## src/rtl/seq_gen.sv

```systemverilog
// seq_gen - serial bit-sequence generator (transmit side of the pattern detector path)
//
// Captures a parallel pattern when start is seen in IDLE and shifts it out MSB-first,
// one bit per p_clk_in cycle, for rep+1 frames separated by GAP idle cycles.
// Every output comes straight from a flop, so dout only moves just after a posedge.
//
// Ports
//   p_clk_in     in   1      clock, all state on posedge
//   p_rst        in   1      asynchronous active-high reset
//   start        in   1      transfer request, honoured only in IDLE
//   pattern      in   PAT_W  frame bits; frame = pattern[L-1:0], bit L-1 sent first
//   pat_len      in   LEN_W  frame length L (0 or > PAT_W means PAT_W)
//   rep          in   CNT_W  extra frames; total frames = rep+1
//   dout         out  1      serial data
//   dout_valid   out  1      dout carries a pattern bit
//   frame_start  out  1      first bit of a frame is on dout
//   busy         out  1      transfer in progress
//   done         out  1      one-cycle pulse after the final bit
module seq_gen #(
    parameter int PAT_W = 8,
    parameter int LEN_W = 4,
    parameter int CNT_W = 4,
    parameter int GAP   = 2
) (
    input  logic             p_clk_in,
    input  logic             p_rst,
    input  logic             start,
    input  logic [PAT_W-1:0] pattern,
    input  logic [LEN_W-1:0] pat_len,
    input  logic [CNT_W-1:0] rep,
    output logic             dout,
    output logic             dout_valid,
    output logic             frame_start,
    output logic             busy,
    output logic             done
);

    localparam logic [1:0] ST_IDLE  = 2'd0;
    localparam logic [1:0] ST_SHIFT = 2'd1;
    localparam logic [1:0] ST_GAP   = 2'd2;

    localparam int GAP_W = (GAP > 1) ? $clog2(GAP + 1) : 1;

    localparam logic [LEN_W-1:0] FULL_LEN = LEN_W'(PAT_W);
    localparam logic [LEN_W-1:0] LEN_ONE  = LEN_W'(1);
    localparam logic [CNT_W-1:0] CNT_ONE  = CNT_W'(1);
    localparam logic [GAP_W-1:0] GAP_ONE  = GAP_W'(1);
    // The gap counter counts down to zero, so it is loaded with GAP-1.
    localparam logic [GAP_W-1:0] GAP_LOAD = (GAP > 0) ? GAP_W'(GAP - 1) : {GAP_W{1'b0}};

    logic [1:0]       state_q,      state_d;
    logic [PAT_W-1:0] pat_q,        pat_d;        // frame, left-aligned (first bit at MSB)
    logic [PAT_W-1:0] sh_q,         sh_d;         // remaining bits of the current frame
    logic [LEN_W-1:0] len_m1_q,     len_m1_d;     // L-1, reload value of bits_left
    logic [LEN_W-1:0] bits_left_q,  bits_left_d;  // bits still to send after the one on dout
    logic [CNT_W-1:0] frames_q,     frames_d;     // frames still to send after the current one
    logic [GAP_W-1:0] gap_q,        gap_d;
    logic             dout_q,       dout_d;
    logic             valid_q,      valid_d;
    logic             fs_q,         fs_d;
    logic             busy_q,       busy_d;
    logic             done_q,       done_d;

    logic [LEN_W-1:0] eff_len_s;
    logic [PAT_W-1:0] aligned_s;

    // Effective frame length and input pattern left-aligned so bit L-1 sits at the MSB.
    always_comb begin
        if ((pat_len == {LEN_W{1'b0}}) || (pat_len > FULL_LEN)) begin
            eff_len_s = FULL_LEN;
        end else begin
            eff_len_s = pat_len;
        end
        aligned_s = pattern << (FULL_LEN - eff_len_s);
    end

    // Next-state and next-output logic of the IDLE / SHIFT / GAP controller.
    always_comb begin
        state_d     = state_q;
        pat_d       = pat_q;
        sh_d        = sh_q;
        len_m1_d    = len_m1_q;
        bits_left_d = bits_left_q;
        frames_d    = frames_q;
        gap_d       = gap_q;
        dout_d      = 1'b0;
        valid_d     = 1'b0;
        fs_d        = 1'b0;
        busy_d      = 1'b0;
        done_d      = 1'b0;

        case (state_q)
            ST_IDLE: begin
                if (start) begin
                    // Everything the transfer needs is captured here; inputs are ignored later.
                    state_d     = ST_SHIFT;
                    pat_d       = aligned_s;
                    sh_d        = aligned_s << 1;
                    len_m1_d    = eff_len_s - LEN_ONE;
                    bits_left_d = eff_len_s - LEN_ONE;
                    frames_d    = rep;
                    dout_d      = aligned_s[PAT_W-1];
                    valid_d     = 1'b1;
                    fs_d        = 1'b1;
                    busy_d      = 1'b1;
                end else begin
                    state_d = ST_IDLE;
                end
            end

            ST_SHIFT: begin
                if (bits_left_q != {LEN_W{1'b0}}) begin
                    sh_d        = sh_q << 1;
                    bits_left_d = bits_left_q - LEN_ONE;
                    dout_d      = sh_q[PAT_W-1];
                    valid_d     = 1'b1;
                    busy_d      = 1'b1;
                end else if (frames_q != {CNT_W{1'b0}}) begin
                    frames_d = frames_q - CNT_ONE;
                    busy_d   = 1'b1;
                    if (GAP > 0) begin
                        state_d = ST_GAP;
                        gap_d   = GAP_LOAD;
                    end else begin
                        // Back-to-back: next frame's first bit follows immediately.
                        sh_d        = pat_q << 1;
                        bits_left_d = len_m1_q;
                        dout_d      = pat_q[PAT_W-1];
                        valid_d     = 1'b1;
                        fs_d        = 1'b1;
                    end
                end else begin
                    state_d = ST_IDLE;
                    done_d  = 1'b1;
                end
            end

            ST_GAP: begin
                busy_d = 1'b1;
                if (gap_q == {GAP_W{1'b0}}) begin
                    state_d     = ST_SHIFT;
                    sh_d        = pat_q << 1;
                    bits_left_d = len_m1_q;
                    dout_d      = pat_q[PAT_W-1];
                    valid_d     = 1'b1;
                    fs_d        = 1'b1;
                end else begin
                    gap_d = gap_q - GAP_ONE;
                end
            end

            default: begin
                state_d = ST_IDLE;
            end
        endcase
    end

    // State and output registers; reset clears everything and never produces done.
    always_ff @(posedge p_clk_in or posedge p_rst) begin
        if (p_rst) begin
            state_q     <= ST_IDLE;
            pat_q       <= {PAT_W{1'b0}};
            sh_q        <= {PAT_W{1'b0}};
            len_m1_q    <= {LEN_W{1'b0}};
            bits_left_q <= {LEN_W{1'b0}};
            frames_q    <= {CNT_W{1'b0}};
            gap_q       <= {GAP_W{1'b0}};
            dout_q      <= 1'b0;
            valid_q     <= 1'b0;
            fs_q        <= 1'b0;
            busy_q      <= 1'b0;
            done_q      <= 1'b0;
        end else begin
            state_q     <= state_d;
            pat_q       <= pat_d;
            sh_q        <= sh_d;
            len_m1_q    <= len_m1_d;
            bits_left_q <= bits_left_d;
            frames_q    <= frames_d;
            gap_q       <= gap_d;
            dout_q      <= dout_d;
            valid_q     <= valid_d;
            fs_q        <= fs_d;
            busy_q      <= busy_d;
            done_q      <= done_d;
        end
    end

    assign dout        = dout_q;
    assign dout_valid  = valid_q;
    assign frame_start = fs_q;
    assign busy        = busy_q;
    assign done        = done_q;

endmodule
```

## config.mk

```make
export PLATFORM = sky130hd
export DESIGN_NAME = seq_gen
export DESIGN_NICKNAME = d
export VERILOG_FILES = /design/src/rtl/seq_gen.sv
export SDC_FILE = /design/constraint.sdc
export NUM_CORES = 1
export LEC_CHECK = 0
export BUFFER_PORTS_ARGS = -buffer_cell sky130_fd_sc_hd__clkbuf_2
export CAP_MARGIN = 20
export CORE_MARGIN = 2
export CORE_UTILIZATION = 30
export CTS_BUF_LIST = sky130_fd_sc_hd__clkbuf_16
export DETAILED_ROUTE_END_ITERATION = 6
export GPL_TIMING_DRIVEN = 0
export PLACE_DENSITY = 0.49
export SETUP_SLACK_MARGIN = 0.05
export SYNTH_ARGS = -nofsm -noshare
export SYNTH_HDL_FRONTEND = slang
export SYNTH_SLANG_ARGS = --single-unit
```

## constraint.sdc

```tcl
create_clock -name p_clk_in -period 2.54 [get_ports p_clk_in]
set_clock_uncertainty 0.1 [all_clocks]
set_input_delay 0.127 -clock p_clk_in [delete_from_list [all_inputs] [get_ports p_clk_in]]
set_output_delay 0.127 -clock p_clk_in [all_outputs]
set_load 0.02 [all_outputs]
```

==> results.json <==
{
  "status": "completed",
  "drc": 0,
  "design_area_sq_um": 2520,
  "final_hold_viol_count": 0,
  "cpPeakStageDelay_ns": 0.44,
  "hold_path.class": "in2reg",
  "synth_edf_count": 0,
  "grt_max_degree": 37,
  "drive_gt1_share_pct": 17.5,
  "cp_data_required_time_ns": 2.59,
  "placed_area_sq_um": 2370,
  "crit_arrival_ns": 2.28,
  "finalSetupViolations": 0,
  "synth_commonest_cells": "36 x dfrtp_1, 32 x nand2_1, 20 x o21ai_0, 15 x a21oi_1, 14 x inv_1",
  "worst_pin_slew_ns": 0.782,
  "first_global_vias": 1830,
  "cp_max_fo": 10,
  "path_cells": "inv_1 -> ha_1 -> clkbuf_1 -> nor2_1 -> a222oi_1 -> a21oi_1",
  "vias": 1799,
  "syn_inst": 225,
  "io_buffer_count": 23,
  "gr-total-overflow": 0,
  "synth_top_area_share_pct": 42.2,
  "finalPower_mw": 2.88,
  "worst_setup_path_end_kind": "flip-flop",
  "seq_area_frac_synth_pct": 42.2,
  "n_antenna_cell": 0,
  "hpwl_microns": 3850,
  "ant_nets": 0,
  "clockBufferDepth": 2,
  "crit_type": "reg2reg",
  "cts_tree": "done",
  "syn-num-nets": 254,
  "post_cts_buffers": 0,
  "netlist_area_sq_um": 2130,
  "drt_iter0_drc": 78,
  "final_net_count": 285,
  "place_inst": 344,
  "synth_ff_type": "dfrtp_1",
  "fmax_mhz": 448,
  "vdd_ir_drop_max_mv": 0.292,
  "layout_min_cycle_time_ns": 2.23,
  "start_util_pct": 31.2,
  "drv_cap": 0,
  "h-tree-depth": 2,
  "drtPass1Iterations": 4,
  "routabilityCongestion": 0.785,
  "numCtsBuffers": 5,
  "grt_usage_pct": 15.3,
  "synth_cell_types": 51,
  "wire_per_inst_microns": 15.2,
  "ctsRootBufferMaster": "clkbuf_16",
  "core_area_sq_um": 6830,
  "ys_warn_count": 0,
  "synthArstFlopShare_pct": 100,
  "die_area_sq_um": 7810,
  "cp-start-kind": "flip-flop",
  "final_util_pct": 36.9,
  "synth.most_common_cell": "dfrtp_1",
  "power.leakage_nw": 1.13,
  "clk_pin_slew_ns": 0.06,
  "vias_per_cell": 5.10,
  "n_fill_cell": 725,
  "yosys.area.top_type": "dfrtp_1",
  "syn_avg_cell_area_sq_um": 9.49,
  "fin_crit_sh_pct": 87.8,
  "tns_ns": 0,
  "rsz0062_at_grt": "false",
  "die_w_microns": 88.4,
  "routed_wl_microns": 5370,
  "syn_to_final_growth_pct": 18.1,
  "die_h_microns": 88.4,
  "drv_slew": 0,
  "clk_latency_ns": 0.28,
  "crit_slowest_cell": "clkbuf_1",
  "grt_pass1_wl_microns": 9160,
  "stdcell_count": 353,
  "pwr_density_cell_nw_per_um2": 1140,
  "synthTopCellsByArea": "dfrtp_1 42%, ha_1 5.9%, nand2_1 5.6%",
  "num_io_pins": 24,
  "clock_sinks": 36,
  "grt_antenna_before_repair": 0,
  "row_count": 30,
  "slew_headroom_pct": 47.8,
  "ys_seq_elements": 36
}
cell usage in the layout (no fill, tap or decap), drive strengths merged, types with 2 or more instances in the layout:
cell    Yosys  routed
a211o       2       2
a211oi      2       2
a21oi      15      15
a221oi      2       2
a22o        4       4
a22oi       5       5
a31oi       5       5
a32oi       2       2
clkbuf      9      37
clkinv      0       3
dfrtp      36      36
ha         10      10
inv        15      15
mux2        2       2
mux2i       7       7
mux4        2       2
nand2      32      32
nand2b      4       4
nand3b      2       2
nor2       11      11
nor2b       4       4
nor3        2       2
nor4        2       2
o21ai      20      20
o22a        4       4
o32ai       2       2
o41ai       3       3
xor2        2       2
stage by stage:
step / hold slack [ns] / setup slack, ns
floorplan: 0.182 / 0.699
global placement: 0.337 / 0.131
detailed placement: 0.213 / 0.142
CTS: 0.0333 / 0.181
global route: 0.0375 / 0.0975
finish: 0.0368 / 0.309
worst max-delay path, delay by kind of cell (launching register included):
kind / cells / cell delay, ns
AND/OR/NAND/NOR: 1 / 0.15
buffers and inverters: 2 / 0.54
adder cells (fa/ha/maj): 1 / 0.42
flip-flops: 1 / 0.40
AO/OA/AOI/OAI: 2 / 0.50
routing by layer:
metal,global-route usage (%),wire length (microns),part of all wire (%)
met5,0,0,0
met4,4.96,70,1.3
met3,3.45,203,3.8
met2,26.0,2550,47
met1,19.4,2550,47
power by group:
group	internal, mW	switching (mW)	total, mW
logic	0.496	0.830	1.33
clock network	0.356	0.241	0.597
registers	0.817	0.144	0.962
flip-flops by register name (all words and copies together), names as in the netlist, 2 cells and up:
name,flops
bits_left_q,4
frames_q,4
gap_q,2
len_m1_q,4
pat_q,8
sh_q,7
state_q,2
logic make-up after synthesis:
| kind of cell | share of synthesized area [%] |
|---|---|
| AOI/OAI and AO/OA | 23.2 |
| xor gates and xnor gates | 1.93 |
| adders and majority gates | 5.86 |
| buffers and inverters | 4.98 |
| DFF | 42.2 |
| muxes | 6.62 |
| and+or+nand+nor | 15.2 |
repair_timing:
item                                    in CTS  in global routing
gates resized for setup                      0                  2
hold buffers                                 1                  0
hold endpoints to repair                    36                  0
endpoints found under the setup margin       0                  6
worst paths after layout:
path	slack [ns]	endpoint	depth (start not counted)	start
max in group asynchronous	1.41	sh_q[2]	3	p_rst
setup reg to reg	0.31	sh_q[7]	6	state_q[0]
min in group asynchronous	0.43	frames_q[1]	3	p_rst
setup / recovery	0.31	sh_q[7]	6	state_q[0]
hold / removal	0.04	pat_q[0]	3	pattern[0]
hold reg to reg	0.37	pat_q[7]	2	pat_q[7]
final cells by class:
cell class	count	area, sq um	share of cell area, %
multi-input cells	164	1130	44.7
repair buffers	24	125	4.97
clock buffers	5	125	4.97
plain buffers	10	46.3	1.84
clock inverters	3	13.8	0.546
flip-flops and latches	36	901	35.7
well taps	96	120	4.77
inverters	15	61.3	2.43
No activity file was read; power rests on OpenSTA's default activity.
